`config.mk`:
```
export PLATFORM = sky130hd
export DESIGN_NAME = serdes_decrypt_rx
export DESIGN_NICKNAME = d
export VERILOG_FILES = /design/src/rtl/serdes_decrypt_rx.sv
export SDC_FILE = /design/constraint.sdc
export NUM_CORES = 1
export LEC_CHECK = 0
export ABC_AREA = 1
export BUFFER_PORTS_ARGS = -buffer_cell sky130_fd_sc_hd__buf_4
export CORE_MARGIN = 10
export CORE_UTILIZATION = 45
export CTS_CLUSTER_SIZE = 10
export DETAILED_ROUTE_END_ITERATION = 8
export GPL_TIMING_DRIVEN = 0
export PLACE_DENSITY_LB_ADDON = 0.12
export SLEW_MARGIN = 20
export SYNTH_ARGS = -nofsm -noshare
export SYNTH_HDL_FRONTEND = slang
export SYNTH_SLANG_ARGS = --single-unit
```
`constraint.sdc`:
```
create_clock -name clk -period 2.2 [get_ports clk]
set_input_delay 0.22 -clock clk [delete_from_list [all_inputs] [get_ports clk]]
set_output_delay 0.22 -clock clk [all_outputs]
set_load 0.01 [all_outputs]
```
`src/rtl/serdes_decrypt_rx.sv`:
```
// serdes_decrypt_rx: serial receive path of the secure SERDES link.
// A start pulse latches the per-frame key, then WIDTH cipher bits arrive MSB
// first; each is XORed with the matching key bit and shifted into the
// plaintext register, and the completed byte is presented with a one-cycle
// data_valid strobe. A start arriving mid-frame aborts the frame and flags
// frame_err.
// Optional build macro: SERDES_RX_PARITY_EN adds a trailing unencrypted even
// parity bit (PARITY state) and the parity_err output.
module serdes_decrypt_rx #(
    parameter int WIDTH = 8
) (
    input  logic             clk,
    input  logic             rst,
    input  logic             ena,
    input  logic             start,
    input  logic             cipher_bit,
    input  logic [WIDTH-1:0] key_in,
    output logic [WIDTH-1:0] data_out,
    output logic             data_valid,
    output logic             busy,
    output logic             frame_err
`ifdef SERDES_RX_PARITY_EN
    ,
    output logic             parity_err
`endif
);

    localparam int CW = (WIDTH > 1) ? $clog2(WIDTH) : 1;
    localparam logic [CW-1:0] LAST = CW'(WIDTH - 1);

`ifdef SERDES_RX_PARITY_EN
    typedef enum logic [1:0] {IDLE, SHIFT, PARITY} state_t;
`else
    typedef enum logic [0:0] {IDLE, SHIFT} state_t;
`endif

    state_t           state_q;
    logic [CW-1:0]    cnt_q;
    logic [WIDTH-1:0] shift_q;
    logic [WIDTH-1:0] key_q;
    logic [WIDTH-1:0] data_out_q;
    logic             data_valid_q;
    logic             busy_q;
    logic             frame_err_q;
`ifdef SERDES_RX_PARITY_EN
    logic             parity_err_q;
`endif

    logic [CW-1:0]    bit_idx_d;
    logic             plain_bit_d;
    logic [WIDTH-1:0] shift_d;
    logic             abort_d;

    // Decrypt the incoming bit against the key bit for this position and
    // decide whether a start in SHIFT aborts the current frame.
    always_comb begin
        bit_idx_d   = LAST - cnt_q;
        plain_bit_d = cipher_bit ^ key_q[bit_idx_d];
        shift_d     = {shift_q[WIDTH-2:0], plain_bit_d};
`ifdef SERDES_RX_PARITY_EN
        // Every data-bit edge aborts; only the parity edge chains frames.
        abort_d     = start;
`else
        // A start on the last data bit chains the next frame instead.
        abort_d     = start && (cnt_q != LAST);
`endif
    end

    // Frame FSM with registered outputs; pulses are cleared every enabled
    // cycle and also while ena is low so they never stretch.
    always_ff @(posedge clk or posedge rst) begin
        if (rst) begin
            state_q      <= IDLE;
            cnt_q        <= '0;
            shift_q      <= '0;
            key_q        <= '0;
            data_out_q   <= '0;
            data_valid_q <= 1'b0;
            busy_q       <= 1'b0;
            frame_err_q  <= 1'b0;
`ifdef SERDES_RX_PARITY_EN
            parity_err_q <= 1'b0;
`endif
        end else if (!ena) begin
            data_valid_q <= 1'b0;
            frame_err_q  <= 1'b0;
`ifdef SERDES_RX_PARITY_EN
            parity_err_q <= 1'b0;
`endif
        end else begin
            data_valid_q <= 1'b0;
            frame_err_q  <= 1'b0;
`ifdef SERDES_RX_PARITY_EN
            parity_err_q <= 1'b0;
`endif
            case (state_q)
                IDLE: begin
                    // The cipher bit on the start edge carries no data.
                    if (start) begin
                        key_q   <= key_in;
                        cnt_q   <= '0;
                        state_q <= SHIFT;
                        busy_q  <= 1'b1;
                    end
                end
                SHIFT: begin
                    if (abort_d) begin
                        // Restart with the new key; data_out keeps the old byte.
                        frame_err_q <= 1'b1;
                        key_q       <= key_in;
                        cnt_q       <= '0;
                    end else begin
                        shift_q <= shift_d;
                        if (cnt_q == LAST) begin
`ifdef SERDES_RX_PARITY_EN
                            state_q <= PARITY;
`else
                            data_out_q   <= shift_d;
                            data_valid_q <= 1'b1;
                            if (start) begin
                                key_q <= key_in;
                                cnt_q <= '0;
                            end else begin
                                state_q <= IDLE;
                                busy_q  <= 1'b0;
                            end
`endif
                        end else begin
                            cnt_q <= cnt_q + CW'(1);
                        end
                    end
                end
`ifdef SERDES_RX_PARITY_EN
                PARITY: begin
                    // Parity bit is sent in clear: even parity over plaintext.
                    data_out_q   <= shift_q;
                    data_valid_q <= 1'b1;
                    parity_err_q <= cipher_bit ^ (^shift_q);
                    if (start) begin
                        key_q   <= key_in;
                        cnt_q   <= '0;
                        state_q <= SHIFT;
                    end else begin
                        state_q <= IDLE;
                        busy_q  <= 1'b0;
                    end
                end
`endif
                default: begin
                    state_q <= IDLE;
                    busy_q  <= 1'b0;
                end
            endcase
        end
    end

    assign data_out   = data_out_q;
    assign data_valid = data_valid_q;
    assign busy       = busy_q;
    assign frame_err  = frame_err_q;
`ifdef SERDES_RX_PARITY_EN
    assign parity_err = parity_err_q;
`endif

endmodule

```
==> results of run 1 <==
synth_stat cells (2+ instances only):
master and instances:
dfrtp_1 30, nor2_1 3, nand2_1 45, o21ai_2 7, o21ai_0 19, inv_1 23, nand3_1 8, clkbuf_1 2
inv_2 2, ha_1 2
report_power, final:
group          internal, mW  leakage, nW  switching [mW]  total [mW]
Sequential            0.642        0.393          0.0568       0.699
Clock                 0.155       0.0353           0.178       0.333
Combinational         0.105        0.411           0.172       0.277
cell families after synthesis:
| group | synth area share |
|---|---|
| AO/OA/AOI/OAI | 0.1249 |
| flip-flops | 0.5720 |
| AND/OR/NAND/NOR | 0.1888 |
| buffers and inverters | 0.08865 |
| XOR/XNOR | 0.006674 |
| adder cells (fa/ha/maj) | 0.01906 |
layout by cell type, fill, tap and decap left out, drive strengths merged:
cell type  netlist  layout
ha               2       2
o21ai           26      26
o211ai           1       1
clkbuf           2       9
dfrtp           30      30
nand3            8       8
inv             25      25
xor2             1       1
nor2             3       3
nor4             1       1
nand2           45      45
clkinv           1       2
nand4            1       1
buf              1      24
path summary, 6_finish.rpt:
check | start | endpoint | slack, ns | cells past startpoint
min in group clk | key_in[1] | flop | 0.11 | 3
min reg2reg | data_out[0]$_DFFE_PP0P_ | data_out[0]$_DFFE_PP0P_ | 0.49 | 2
max reg2reg | cnt_q[0]$_DFFE_PP0P_ | shift_q[1]$_DFFE_PP0P_ | 0.36 | 5
max | cnt_q[0]$_DFFE_PP0P_ | shift_q[1]$_DFFE_PP0P_ | 0.36 | 5
min | rst | async pin | -0.02 | 2
max in group asynchronous | rst | data_out[1]$_DFFE_PP0P_ | 1.82 | 2
area by class of cell:
| class | instances | area, um^2 | area share |
|---|---|---|---|
| repair buffers | 23 | 172.7 | 0.1090 |
| clock inverters | 1 | 5.005 | 0.003160 |
| flip-flops and latches | 30 | 750.7 | 0.4739 |
| inverters | 26 | 97.59 | 0.06161 |
| multi-input cells | 88 | 445.4 | 0.2812 |
| clock buffers | 7 | 55.05 | 0.03476 |
| plain buffers | 3 | 18.77 | 0.01185 |
| well taps | 31 | 38.79 | 0.02449 |
metal layers:
layer / global-route usage / share of wire
met1: 0.1059 / 0.40
met2: 0.1799 / 0.53
met3: 0.03590 / 0.062
met4: 0.04969 / 0.0065
met5: 0 / 0
per-stage QoR:
stage,hold WS [ns],area (um^2),setup slack [ns]
floorplan,0.3108,1313,0.6094
global placement,0.4264,1524,0.4197
detailed placement,0.4344,1524,0.3750
CTS,0.09243,1584,0.3488
global route,0.01881,1584,0.2269
finish,-0.01977,1584,0.3642
==> run metrics, run 1 <==
crit path DAT 2.02 ns; Core Util, Final 0.5695; initial core utilization 0.4719; Net Count, Synth 162; post-cts sizing count 0; crit-path cells ha_1, ha_1, o21ai_2, clkbuf_1, o21ai_0; # Max-Cap Violations 0; DIE AREA 5477 um^2; Tot Pwr 1.309 mW; number of global-route vias before repair 1033; vias per cell 4.866; CTS buffer count 5; H-Tree Depth 2; GR Util All Layers 0.1023; Setup crit start kind flop; initial antenna violation count 0; first drt pass iteration count 4; final critical-path share of the clock period 0.8344; Max stage delay on crit path 0.47 ns; clk slew on worst S/H paths 0.09 ns; Slew headroom 0.5872; wire length per cell 11.78 um; routed via count 1017; Final min period 1.836 ns; Synth area leaders dfrtp_1 (57%), nand2_1 (13%), o21ai_0 (7.2%); area of the core 2781 um^2; DR iter-0 viols 70; fin. max-slew vios 0; Fmax 544.7 MHz; RSZ-0062 raised after global routing false; Finished Layout Cells 209; asr flop ratio synth 1.000; Top delay family on crit path compound AO/OA/AOI/OAI gates; Yosys warning total 0; Die Height 74.01 um; Sink Count 30; largest net degree at the start of global routing 31; # nets final 192; WP buf/inv 1; PortBufs 23; Seq cells post-synth 30; root buf cell clkbuf_4; Hold WC Path Type primary input to async pin; DRC Markers 0; layout cells sized above 1 0.2360; Synth top area share 0.5720; outcome finished, violations left; most area-hungry cell type in the Yosys netlist dfrtp_1; CTS Buffer Depth 2; routability cong. 0.7939; Pleak 0.8393 nW; number of synthesized flops with an enable pin 0; Worst Skew 0.004812 ns; Hold Slack -0.01977 ns; Post-CTS Setup Bufs 0; post-synthesis to final-layout area growth 20.69%; CP max-delay cell dfrtp_1; Syn Inst Count 147; Power Dens Cells 826.4 nW/um^2; violated checks negative hold slack; Least-Margin Pin Slew 0.6184 ns; Die Width 74.01 um; Top FF cell, synth dfrtp_1; Cell variety after synth 16; routed wire length 2463 um; DRT antenna net count 0; critical path capture point type flop; Filler cells 262; Max rail drop VDD 613.5 uV; clock latency on the worst-skew pair 0.31 ns; final hold vios 30; hold_buf cts 0; post-DP HPWL 1879 um; I/O pin count 24; Placement Rows 19; worst endpoint required time 2.39 ns; register area share after synthesis 0.5720; most used cell, CP ha_1; Cells after DPL 201; Post-Syn Area 1313 um^2; critical-path maximum fanout 10; type of the worst setup path flop to flop; CTS tree built; syn_area_per_cell 8.929 um^2; Post-Route Setup TNS 0 ns; grt ovf 0; count of final setup violators 0; first-pass GRT wire length 4374 um; antenna cells 0
Note: power is estimated with default switching activity, not from simulation.
==> run 2, diff against run 1 <==
==> constraint.sdc (replaced) <==
create_clock -name clk -period 1.8 [get_ports clk]
set_input_delay 0.18 -clock clk [delete_from_list [all_inputs] [get_ports clk]]
set_output_delay 0.18 -clock clk [all_outputs]
set_load 0.01 [all_outputs]
==> run 2 against run 1 <==
Net effect: the run now ends clean; via count grew 1.3%; worst setup slack lost 0.23 ns; hold slack gained 0.087 ns; critical path depth grew 3; total power grew 23%; sequential power grew 22%; largest cell class unchanged; cell area grew 1.3%; register-to-register slack lost 0.23 ns; critical path type unchanged; non-clock buffer count grew 1.
==> run metrics, run 2 (same netlist as run 1, synthesis figures left out) <==
# nets final 193 (was 192); routed wire length 2473 um (was 2463 um); Hold WC Path Type primary input to flop (was primary input to async pin); FF-to-FF Start cnt_q[0]$_DFFE_PP0P_ (unchanged); initial antenna violation count 0 (unchanged); clk slew on worst S/H paths 0.09 ns (about the same); root buf cell clkbuf_4 (unchanged); PortBufs 23 (unchanged); final critical-path share of the clock period 0.9252 (was 0.8344); Max Used Layer met4 (unchanged); Max rail drop VDD 760.8 uV (was 613.5 uV); Max stage delay on crit path 0.47 ns (about the same); first-pass GRT wire length 4374 um (unchanged); DRC Markers 0 (unchanged); routed via count 1030 (was 1017); I/O pin count 24 (unchanged); Least-Margin Pin Slew 0.6195 ns (was 0.6184 ns); largest net degree at the start of global routing 31 (unchanged); type of the worst setup path flop to flop (unchanged); most frequent cells in the layout nand2_1 (45), dfrtp_1 (29), buf_4 (23), inv_1 (22), o21ai_0 (19) (was nand2_1 (45), dfrtp_1 (30), buf_4 (23), inv_1 (22), o21ai_0 (19)); Die Height 74.01 um (unchanged); most common cell after layout, fill and taps aside nand2_1 (unchanged); grt ovf 0 (unchanged); clock latency on the worst-skew pair 0.31 ns (about the same); Post-Route Setup TNS 0 ns (unchanged); worst setup margin 0.1347 ns (was 0.3642 ns); DR WL met2 1304 um (was 1306 um); Power Dens Cells 1001 nW/um^2 (was 826.4 nW/um^2); initial core utilization 0.4719 (unchanged); RSZ-0062 raised after global routing false (unchanged); Cells after DPL 201 (unchanged); number of global-route vias before repair 1033 (unchanged); wire length per cell 11.78 um (about the same); Post-CTS Setup Bufs 0 (unchanged); most used cell, CP ha_1 (unchanged); vias per cell 4.905 (was 4.866); Placement Rows 19 (unchanged); reg2reg end data_out[1]$_DFFE_PP0P_ (was shift_q[1]$_DFFE_PP0P_); Setup crit start kind flop (unchanged); DR iter-0 viols 68 (was 70); Pleak 0.8460 nW (was 0.8393 nW); Fmax 600.5 MHz (was 544.7 MHz); count of final setup violators 0 (unchanged); DRT antenna net count 0 (unchanged); Die Width 74.01 um (unchanged); routability cong. 0.7939 (unchanged); CP Capture Point data_out[1]$_DFFE_PP0P_ (was shift_q[1]$_DFFE_PP0P_); fin. max-slew vios 0 (unchanged); crit-path cells ha_1, ha_1, o21ai_4, nor4_4, inv_2, buf_6, nand2_1, o21ai_2 (was ha_1, ha_1, o21ai_2, clkbuf_1, o21ai_0); CTS Buffer Depth 2 (unchanged); routed wl met3 144 um (was 152 um); dpl ws -0.02505 ns (was 0.3750 ns); CP max-delay cell dfrtp_2 (was dfrtp_1); Final min period 1.665 ns (was 1.836 ns); Sink Count 30 (unchanged); Met1 Wirelength 1007 um (was 988 um); post-DP HPWL 1879 um (unchanged); Reg2Reg Setup Slack 0.13 ns (was 0.36 ns); antenna cells 0 (unchanged); Finished Layout Cells 210 (was 209); outcome complete, no violations (was finished, violations left); critical-path maximum fanout 10 (unchanged); worst endpoint required time 2.05 ns (was 2.39 ns); reg2reg path depth 8 (was 5); area of the core 2781 um^2 (unchanged); critical path capture point type flop (unchanged); crit path DAT 1.91 ns (was 2.02 ns); DIE AREA 5477 um^2 (unchanged); CTS tree built (unchanged); layout cells sized above 1 0.2458 (was 0.2360); GR Util All Layers 0.1023 (unchanged); Core Util, Final 0.5767 (was 0.5695); H-Tree Depth 2 (unchanged); Worst Skew 0.004925 ns (was 0.004812 ns); # Max-Cap Violations 0 (unchanged); CP startpoint cnt_q[0]$_DFFE_PP0P_ (unchanged); CTS buffer count 5 (unchanged); final hold vios 0 (was 30); first drt pass iteration count 4 (unchanged); post-synthesis to final-layout area growth 22.21% (was 20.69%); Slew headroom 0.5864 (was 0.5872)
run 2: changes by cell type in the layout (fill, tap and decap cells not counted), sizes merged:
cell,delta
dlygate4sd3,+1
run 2: layout make-up:
type	instances	area (um^2)
fill	257	1177
sequential	30	752.0
multi-input combinational	88	452.9
timing repair buffer	24	182.7
inverter	26	97.59
clock buffer	7	55.05
tap	31	38.79
buffer	3	20.02
clock inverter	1	5.005
run 2: how the worst min path moves through the flow:
stage,depth (start not counted),from,slack [ns],end
6_report,3,key_in[1],0.07,flop
5_1_grt,3,key_in[6],0.05,flop
4_1_cts,3,key_in[1],0.05,flop
3_5_place_dp,3,key_in[4],0.39,flop
3_3_place_gp,3,key_in[7],0.39,flop
2_1_floorplan,1,rst,0.27,async pin
run 2: per-layer routing:
| layer | vias up | GRT usage |
|---|---|---|
| met3 | 2 | 0.03590 |
| li1 | 521 | - |
| met2 | 15 | 0.1799 |
| met4 | 0 | 0.04969 |
| met5 | - | 0 |
| met1 | 492 | 0.1059 |
run 2: what timing repair did:
action                     4_1_cts  5_1_grt
hold buffers                     0        1
pin swaps                        0        1
resized for setup                1        2
hold endpoints to repair         0       30
gates cloned                     0        0
setup endpoints to repair        7       15
run 2: metrics by stage:
step / power (mW) / area, um^2 / hold WS [ns]
floorplan: 1.106 / 1313 / 0.2708
global placement: 1.200 / 1524 / 0.3864
detailed placement: 1.211 / 1524 / 0.3944
CTS: 1.625 / 1585 / 0.05243
global route: 1.733 / 1604 / 0.05273
finish: 1.606 / 1604 / 0.06729
run 2: power breakdown:
part	leakage, nW	internal (mW)	switching (mW)
sequential	0.392	0.787	0.0691
combinational	0.419	0.132	0.211
clock	0.0353	0.189	0.218
run 2: worst max-delay path, delay by kind of cell, from the launching register on:
kind | cells | cell delay (ns)
AOI/OAI and AO/OA | 2 | 0.29
adders and majority gates | 2 | 0.44
buffers and inverters | 2 | 0.26
DFF | 1 | 0.47
and+or+nand+nor | 2 | 0.14
==> run 3, diff against run 2 <==
--- a/config.mk
+++ b/config.mk
@@ -8,11 +8,11 @@
 export ABC_AREA = 1
 export BUFFER_PORTS_ARGS = -buffer_cell sky130_fd_sc_hd__buf_4
 export CORE_MARGIN = 10
-export CORE_UTILIZATION = 45
+export CORE_UTILIZATION = 41
+export CTS_BUF_LIST = sky130_fd_sc_hd__clkbuf_16
 export CTS_CLUSTER_SIZE = 10
 export DETAILED_ROUTE_END_ITERATION = 8
 export GPL_TIMING_DRIVEN = 0
-export PLACE_DENSITY_LB_ADDON = 0.12
 export SLEW_MARGIN = 20
 export SYNTH_ARGS = -nofsm -noshare
 export SYNTH_HDL_FRONTEND = slang
==> run 3 against run 2 <==
Net effect: the flow now finishes with violations (negative hold slack); clock skew fell by 0.00096 ns; count of clock-buffer cells in the layout fell by 2; maximum frequency fell by 1.4%; hold slack got worse by 0.074 ns; global-route usage fell by 1.2 points; critical path type unchanged; critical endpoint is now data_out[2]$_DFFE_PP0P_.
==> run metrics, run 3 (same netlist as run 1, synthesis figures left out) <==
final critical-path share of the clock period 0.9381 (was 0.9252); routability cong. 0.7294 (was 0.7939); post-cts sizing count 1 (unchanged); H-Tree Depth 2 (unchanged); GR Layer Usage met3 0.05778 (was 0.03590); critical path capture point type flop (unchanged); Hold Slack -0.006441 ns (was 0.06729 ns); CTS Buffer Depth 2 (unchanged); CTS tree built (unchanged); routed via count 1009 (was 1030); DRC Markers 0 (unchanged); outcome finished, violations left (was complete, no violations); most common cell after layout, fill and taps aside nand2_1 (unchanged); # nets final 192 (was 193); DIE AREA 5865 um^2 (was 5477 um^2); number of global-route vias before repair 977 (was 1033); antenna cells 0 (unchanged); Max rail drop VDD 738.4 uV (was 760.8 uV); root buf cell clkbuf_16 (was clkbuf_4); busiest grt layer met2 (unchanged); Core Util, Final 0.5512 (was 0.5767); count of final setup violators 0 (unchanged); critical-path maximum fanout 10 (unchanged); largest net degree at the start of global routing 31 (unchanged); layout cells sized above 1 0.2373 (was 0.2458); clock power share 0.384 (was 0.254); DR iter-0 viols 41 (was 68); # Max-Cap Violations 0 (unchanged); Final min period 1.689 ns (was 1.665 ns); final hold vios 17 (was 0); Die Height 76.58 um (was 74.01 um); worst setup margin 0.1115 ns (was 0.1347 ns); Worst Skew 0.003968 ns (was 0.004925 ns); Power Dens Cells 1164 nW/um^2 (was 1001 nW/um^2); Filler cells 292 (was 257); violated checks negative hold slack; Placement Rows 20 (was 19); routed wire length 2597 um (was 2473 um); Post-CTS Setup Bufs 0 (unchanged); worst endpoint required time 2.00 ns (was 2.05 ns); dpl ws -0.05061 ns (was -0.02505 ns); hold_buf cts 0 (unchanged); CTS buffer count 5 (unchanged); DRT antenna net count 0 (unchanged); Tot Pwr 1.960 mW (was 1.606 mW); Pleak 0.8787 nW (was 0.8460 nW); type of the worst setup path flop to flop (unchanged); P_int 1.412 mW (was 1.108 mW); wire length per cell 11.75 um (was 11.78 um); initial core utilization 0.4299 (was 0.4719); Reg power frac 0.440 (was 0.533); post-synthesis to final-layout area growth 28.22% (was 22.21%); fin. max-slew vios 0 (unchanged); area of the core 3053 um^2 (was 2781 um^2); sw frac 0.2793 (was 0.3105); vias per cell 4.566 (was 4.905); crit path DAT 1.89 ns (was 1.91 ns); initial antenna violation count 0 (unchanged); first-pass GRT wire length 4319 um (was 4374 um); I/O pin count 24 (unchanged); Die Width 76.58 um (was 74.01 um); met2 GRT Util 0.1327 (was 0.1799); Psw 0.5472 mW (was 0.4987 mW); Hold WC Path Type primary input to async pin (was primary input to flop); clk slew on worst S/H paths 0.05 ns (was 0.09 ns); grt ovf 0 (unchanged); first drt pass iteration count 4 (unchanged); most frequent cells in the layout nand2_1 (45), dfrtp_1 (29), inv_1 (24), buf_4 (23), o21ai_0 (19) (was nand2_1 (45), dfrtp_1 (29), buf_4 (23), inv_1 (22), o21ai_0 (19)); combinational power share 0.176 (was 0.214); Least-Margin Pin Slew 0.6132 ns (was 0.6195 ns); Fmax 592.2 MHz (was 600.5 MHz); Sink Count 30 (unchanged); clock latency on the worst-skew pair 0.27 ns (was 0.31 ns); GR Util met1 0.1023 (was 0.1059); Setup crit start kind flop (unchanged); PortBufs 23 (unchanged); post-DP HPWL 1909 um (was 1879 um); Slew headroom 0.5906 (was 0.5864); GR Util All Layers 0.09080 (was 0.1023)
run 3: power groups by stage:
stage	Sequential, mW	Clock, mW	Combinational, mW
6_report	0.862	0.752	0.345
3_5_place_dp	0.870	0	0.345
5_1_grt	0.881	0.802	0.402
2_1_floorplan	0.857	0	0.249
3_3_place_gp	0.867	0	0.336
4_1_cts	0.861	0.778	0.349
run 3: path summary, 6_finish.rpt:
kind / from / endpoint / slack (ns) / depth (start not counted)
max in group asynchronous: rst / cnt_q[0]$_DFFE_PP0P_ / 1.37 / 2
min in group clk: key_in[3] / flop / 0.12 / 3
setup reg to reg: cnt_q[0]$_DFFE_PP0P_ / data_out[2]$_DFFE_PP0P_ / 0.11 / 8
setup / recovery: cnt_q[0]$_DFFE_PP0P_ / data_out[2]$_DFFE_PP0P_ / 0.11 / 8
hold reg to reg: data_out[7]$_DFFE_PP0P_ / data_out[7]$_DFFE_PP0P_ / 0.47 / 2
hold / removal: rst / async pin / -0.006 / 2
run 3: through the flow:
| stage | TNS, ns | cells | area [um^2] |
|---|---|---|---|
| 6_report | 0 | 221 | 1683 |
| 3_3_place_gp | -0.1965 | 214 | 1540 |
| 3_5_place_dp | -0.2357 | 214 | 1540 |
| 4_1_cts | 0 | 221 | 1674 |
| 2_1_floorplan | 0 | 147 | 1313 |
| 5_1_grt | -0.009088 | 221 | 1683 |
run 3: final cells by class:
| class | count | area [um^2] | share of cell area |
|---|---|---|---|
| sequential | 30 | 752.0 | 0.4468 |
| multi-input combinational | 88 | 452.9 | 0.2691 |
| clock buffer | 5 | 125.1 | 0.07435 |
| timing repair buffer | 23 | 172.7 | 0.1026 |
| buffer | 3 | 20.02 | 0.01190 |
| inverter | 26 | 97.59 | 0.05799 |
| clock inverter | 2 | 7.507 | 0.004461 |
| tap | 44 | 55.05 | 0.03271 |
run 3: per-layer routing:
metal / vias up / part of all wire
met5: - / 0
met4: 0 / 0.018
met3: 6 / 0.076
met2: 17 / 0.47
met1: 469 / 0.44
li1: 517 / -
run 3: critical path: stages (launching register included):
cell and delay (ns):
dfrtp_2 0.45, ha_1 0.23, ha_1 0.23, o21ai_4 0.26
nor4_4 0.07, inv_2 0.10, buf_6 0.16, nand2_1 0.07
o21ai_2 0.05
